## src/rtl/pc_if.sv

```systemverilog
// Fetch-control bundle between the fetch sequencer (master) and the program-counter unit (slave).
interface pc_if #(
  parameter int XLEN = 16
);
  logic            stall;
  logic            trap;
  logic            redirect_valid;
  logic [XLEN-1:0] redirect_target;
  logic            call;
  logic            ret;
  logic [XLEN-1:0] pc_out;
  logic [XLEN-1:0] pc_plus_inc;
  logic            ras_empty;
  logic            ras_full;
  logic            misaligned;
  logic            ras_err;

  modport master (
    output stall, trap, redirect_valid, redirect_target, call, ret,
    input  pc_out, pc_plus_inc, ras_empty, ras_full, misaligned, ras_err
  );

  modport slave (
    input  stall, trap, redirect_valid, redirect_target, call, ret,
    output pc_out, pc_plus_inc, ras_empty, ras_full, misaligned, ras_err
  );
endinterface

```

## src/rtl/pc_unit.sv

```systemverilog
// Program counter with trap/redirect/return/sequential next-PC selection and a
// circular return-address stack that silently overwrites its oldest entry when full.
module pc_unit #(
  parameter int              XLEN      = 16,
  parameter logic [XLEN-1:0] RESET_VEC = '0,
  parameter logic [XLEN-1:0] TRAP_VEC  = XLEN'(4),
  parameter int              INC       = 2,
  parameter int              RAS_DEPTH = 4
) (
  input logic clk,
  input logic rst,
  pc_if.slave bus
);

  localparam int PW = $clog2(RAS_DEPTH);
  localparam int CW = $clog2(RAS_DEPTH + 1);
  localparam logic [XLEN-1:0] LOW_MASK = XLEN'(INC - 1);
  localparam logic [CW-1:0]   FULL_CNT = CW'(RAS_DEPTH);

  logic [XLEN-1:0] pc;
  logic [XLEN-1:0] pc_next_seq;
  logic [XLEN-1:0] ras [RAS_DEPTH];
  logic [PW-1:0]   top;
  logic [PW-1:0]   top_up;
  logic [CW-1:0]   count;
  logic            mis_q;
  logic            err_q;
  logic            push;

  assign pc_next_seq = pc + XLEN'(INC);
  assign top_up      = top + PW'(1);
  assign push        = !rst && !bus.trap && bus.redirect_valid && bus.call;

  always_ff @(posedge clk) begin
    if (rst) begin
      pc    <= RESET_VEC;
      top   <= '0;
      count <= '0;
      mis_q <= 1'b0;
      err_q <= 1'b0;
    end else begin
      mis_q <= 1'b0;
      if (bus.trap) begin
        pc <= TRAP_VEC;
      end else if (bus.redirect_valid) begin
        pc    <= bus.redirect_target & ~LOW_MASK;
        mis_q <= |(bus.redirect_target & LOW_MASK);
        if (bus.call) begin
          top <= top_up;
          if (count != FULL_CNT) count <= count + CW'(1);
        end
      end else if (bus.ret) begin
        if (count != '0) begin
          pc    <= ras[top];
          top   <= top - PW'(1);
          count <= count - CW'(1);
        end else begin
          pc    <= TRAP_VEC;
          err_q <= 1'b1;
        end
      end else if (!bus.stall) begin
        pc <= pc_next_seq;
      end
    end
  end

  // Stack storage needs no reset: count alone decides which entries are live.
  always_ff @(posedge clk) begin
    if (push) ras[top_up] <= pc_next_seq;
  end

  assign bus.pc_out      = pc;
  assign bus.pc_plus_inc = pc_next_seq;
  assign bus.ras_empty   = (count == '0);
  assign bus.ras_full    = (count == FULL_CNT);
  assign bus.misaligned  = mis_q;
  assign bus.ras_err     = err_q;

endmodule

```

## src/flat_wrapper.sv

```systemverilog
// flat-port wrapper written by rule: the top's interface ports become plain ports
module pc_unit_flat 
#(
  parameter int              XLEN      = 16,
  parameter logic [XLEN-1:0] RESET_VEC = '0,
  parameter logic [XLEN-1:0] TRAP_VEC  = XLEN'(4),
  parameter int              INC       = 2,
  parameter int              RAS_DEPTH = 4
)
  (clk, rst, bus_stall, bus_trap, bus_redirect_valid, bus_redirect_target, bus_call, bus_ret, bus_pc_out, bus_pc_plus_inc, bus_ras_empty, bus_ras_full, bus_misaligned, bus_ras_err);
  pc_if #(.XLEN(XLEN)) bus_i ();
  input logic clk;
  input logic rst;
  input wire logic [$bits(bus_i.stall)-1:0] bus_stall;
  input wire logic [$bits(bus_i.trap)-1:0] bus_trap;
  input wire logic [$bits(bus_i.redirect_valid)-1:0] bus_redirect_valid;
  input wire logic [$bits(bus_i.redirect_target)-1:0] bus_redirect_target;
  input wire logic [$bits(bus_i.call)-1:0] bus_call;
  input wire logic [$bits(bus_i.ret)-1:0] bus_ret;
  output wire logic [$bits(bus_i.pc_out)-1:0] bus_pc_out;
  output wire logic [$bits(bus_i.pc_plus_inc)-1:0] bus_pc_plus_inc;
  output wire logic [$bits(bus_i.ras_empty)-1:0] bus_ras_empty;
  output wire logic [$bits(bus_i.ras_full)-1:0] bus_ras_full;
  output wire logic [$bits(bus_i.misaligned)-1:0] bus_misaligned;
  output wire logic [$bits(bus_i.ras_err)-1:0] bus_ras_err;
  assign bus_i.stall = bus_stall;
  assign bus_i.trap = bus_trap;
  assign bus_i.redirect_valid = bus_redirect_valid;
  assign bus_i.redirect_target = bus_redirect_target;
  assign bus_i.call = bus_call;
  assign bus_i.ret = bus_ret;
  assign bus_pc_out = bus_i.pc_out;
  assign bus_pc_plus_inc = bus_i.pc_plus_inc;
  assign bus_ras_empty = bus_i.ras_empty;
  assign bus_ras_full = bus_i.ras_full;
  assign bus_misaligned = bus_i.misaligned;
  assign bus_ras_err = bus_i.ras_err;
  pc_unit #(.XLEN(XLEN), .RESET_VEC(RESET_VEC), .TRAP_VEC(TRAP_VEC), .INC(INC), .RAS_DEPTH(RAS_DEPTH)) u_core (.clk(clk), .rst(rst), .bus(bus_i));
endmodule
```

## config.mk

```make
export PLATFORM = sky130hd
export DESIGN_NAME = pc_unit_flat
export DESIGN_NICKNAME = d
export VERILOG_FILES = /design/src/rtl/pc_if.sv /design/src/rtl/pc_unit.sv /design/src/flat_wrapper.sv
export SDC_FILE = /design/constraint.sdc
export NUM_CORES = 1
export LEC_CHECK = 0
export BUFFER_PORTS_ARGS = -buffer_cell sky130_fd_sc_hd__buf_4
export CORE_MARGIN = 8
export CORE_UTILIZATION = 35
export CTS_CLUSTER_DIAMETER = 120
export DETAILED_ROUTE_END_ITERATION = 16
export GPL_TIMING_DRIVEN = 0
export PLACE_DENSITY_LB_ADDON = 0.08
export SYNTH_ARGS = -nofsm -noshare
export SYNTH_HDL_FRONTEND = slang
export SYNTH_SLANG_ARGS = --single-unit
```

## constraint.sdc

```tcl
create_clock -name clk -period 2.4 [get_ports clk]
set_clock_uncertainty 0.15 [all_clocks]
set_input_delay 0.72 -clock clk [delete_from_list [all_inputs] [get_ports clk]]
set_output_delay 0.72 -clock clk [all_outputs]
set_load 0.02 [all_outputs]
```

==> impl_metrics.env <==
export IMPL_outcome="finished, violations left"
export IMPL_violations="setup timing"
export IMPL_cts_max_path_buffers=2
export IMPL_dieArea_sq_mm=0.0151
export IMPL_area_growth_pct=37.4
export IMPL_synth_top_cell_area_share_pct=48.2
export IMPL_rows=39
export IMPL_slew_headroom_pct=49.5
export IMPL_crit_chain="buf_6, nand4_4, or2_2, xnor2_4, buf_4"
export IMPL_hold_slack_ns=0.337
export IMPL_syn_avg_cell_area_sq_um=14.2
export IMPL_slowest_stage="or2_2"
export IMPL_yosys_area_top_type="edfxtp_1"
export IMPL_overflow=0
export IMPL_post_route_util_pct=48.6
export IMPL_netlist_instances=281
export IMPL_cts_root_buf="clkbuf_16"
export IMPL_firstDrtPassIters=4
export IMPL_grt_pass1_vias=2969
export IMPL_holdCritStartpoint="u_core.bus.ras_err"
export IMPL_synth_nets=310
export IMPL_syn_area_sq_mm=0.00399
export IMPL_core_sq_mm=0.0113
export IMPL_drt_wl_total_um=11200
export IMPL_hp_class="reg2reg"
export IMPL_die_w_um=123
export IMPL_clock_latency_ns=0.34
export IMPL_ys_seq_area_share_pct=60.8
export IMPL_drive_gt1_share_pct=44.9
export IMPL_h_tree_depth=3
export IMPL_path_clk_slew_ns=0.06
export IMPL_crit_fanout=6
export IMPL_vias_per_cell=5.34
export IMPL_wl_met3_um=629
export IMPL_antenna_found_initial=0
export IMPL_critPathCaptureType="output port"
export IMPL_ys_seq_elements=89
export IMPL_hpwlAfterDp_um=7420
export IMPL_clock_sinks=89
export IMPL_via_count=2810
export IMPL_async_flop_share_pct=0
export IMPL_critPathLaunch="u_core.bus.pc_out[1]"
export IMPL_grt_start_max_net_pins=17
export IMPL_rsz0062_at_grt="yes"
export IMPL_min_period_ns=2.62
export IMPL_diodes=0
export IMPL_timing_final_ws_setup_ns=-0.219
export IMPL_initial_utilization_pct=35.4
export IMPL_hold_buffers=0
export IMPL_ys_dominant_reg_cell="edfxtp_1"
export IMPL_r2r_slack_ns=0.30
export IMPL_die_y_um=123
export IMPL_fill_cells=978
export IMPL_cts_buffers=9
export IMPL_clock_fmax_mhz=382
export IMPL_reg2reg_to="u_core.bus.pc_out[8]"
export IMPL_wl_per_cell_um=21.2
export IMPL_worst_pin_slew_ns=0.753
export IMPL_layout_commonest_cell="buf_4"
export IMPL_period_share_pct=109
export IMPL_setup_violations=10
export IMPL_gp_congestion=0.763
export IMPL_cts_tree="built"
export IMPL_crit_type="reg2out"
export IMPL_crit_end="bus_pc_plus_inc[6]"
export IMPL_fin_nets=407
export IMPL_final_hold_viol_count=0
export IMPL_grt_usage_pct=15.7
export IMPL_drt_initial_drc_count=165
export IMPL_antenna_left=0
export IMPL_synth_area_leaders="edfxtp_1 (48%), dfxtp_1 (13%), mux4_2 (6.8%)"
export IMPL_synth_cell_types=56
export IMPL_synth_edf_count=64
export IMPL_maxCapViolations=0
export IMPL_crit_arrival_ns=1.75
export IMPL_drc=0
export IMPL_portBuffers=57
export IMPL_wl_met2_um=5300
export IMPL_met1_length_um=5040
export IMPL_grt_first_pass_wirelength_um=17300
export IMPL_start_kind="flip-flop"
export IMPL_drv_slew=0
export IMPL_worstRegToRegCells=5
export IMPL_p_per_area_mw_per_mm2=654
export IMPL_leakage_nw=2.08
export IMPL_cp_required_ns=1.53
export IMPL_peakVddDrop_v=0.000294
export IMPL_yosys_warnings=0
export IMPL_io_pin_count=59
export IMPL_max_stage_delay_ns=0.39
export IMPL_dr_max_layer_used="met4"
export IMPL_mostFrequentLayoutCells="buf_4 (79), edfxtp_1 (64), o21ai_0 (16)"
cells by family after synthesis:
| group | after synthesis | synth area share (%) |
|---|---|---|
| AOI/OAI and AO/OA | 64 | 11.2 |
| xor gates and xnor gates | 13 | 2.86 |
| buffers and inverters | 29 | 3.55 |
| and+or+nand+nor | 63 | 9.82 |
| muxes | 17 | 9.70 |
| DFF | 89 | 60.8 |
| adders and majority gates | 6 | 2.07 |
sequential cells by signal (all words and copies together), names as in the netlist, named ones only:
register,cells
u_core.bus.misaligned,1
u_core.bus.pc_out,15
u_core.bus.ras_err,1
u_core.count,3
u_core.ras,64
u_core.top,2
power breakdown:
part / switching, W / leakage, nW / internal, W / total, W
clock network: 0.000579 / 0.150 / 0.000901 / 0.00148
registers: 0.0000345 / 0.802 / 0.00167 / 0.00170
logic: 0.000219 / 1.13 / 0.000184 / 0.000403
how the worst min path moves through the flow:
stage                                     to  cells past startpoint
after floorplan              u_core.count[2]                      2
after global placement    u_core.bus.ras_err                      2
after detailed placement  u_core.bus.ras_err                      2
after CTS                 u_core.bus.ras_err                      2
after global routing      u_core.bus.ras_err                      2
final                     u_core.bus.ras_err                      2
area by class of cell:
cell class | instances | area (sq um) | share of cell area (%)
clock buffer | 9 | 225 | 4.11
sequential | 89 | 2470 | 45.0
timing repair buffer | 88 | 706 | 12.9
inverter | 11 | 41.3 | 0.754
tap | 143 | 179 | 3.27
clock inverter | 7 | 85.1 | 1.55
multi-input combinational | 163 | 1680 | 30.7
buffer | 16 | 91.3 | 1.67
Yosys cell counts, types with 6 or more instances:
master / instances
inv_1: 10
nor3_1: 10
clkbuf_1: 8
nor2_1: 7
a21oi_1: 13
a221oi_1: 10
o21ai_0: 16
edfxtp_1: 64
nand3_1: 10
mux4_2: 12
dfxtp_1: 25
xnor2_1: 6
xor2_1: 7
critical path, delay by kind of cell (launching register included):
family,cells,cell delay (ns)
XOR/XNOR,1,0.19
flip-flops,1,0.37
AND/OR/NAND/NOR,2,0.57
buffers and inverters,2,0.27
routing by layer:
layer,vias to the layer above,global-route usage [%]
met5,-,0
met4,0,7.69
met1,1407,20.5
met3,13,3.40
li1,1314,-
met2,76,24.4
per-stage QoR:
stage	instances	instance area [sq um]	power, W	setup slack, ns	setup TNS [ns]
floorplan	281	4040	0.00195	-0.0265	-0.0265
global placement	481	4650	0.00210	-0.865	-56.61
detailed placement	481	4650	0.00210	-0.838	-56.19
CTS	521	5400	0.00363	-0.254	-2.21
global route	526	5480	0.00371	-0.308	-2.63
finish	526	5480	0.00358	-0.219	-1.72
timing repair:
| action | in CTS | in global routing |
|---|---|---|
| setup endpoints to repair | 77 | 78 |
| pin swaps | 20 | 13 |
| setup buffers | 24 | 7 |
| resized for setup | 61 | 14 |
(Power assumes the default switching activity.)
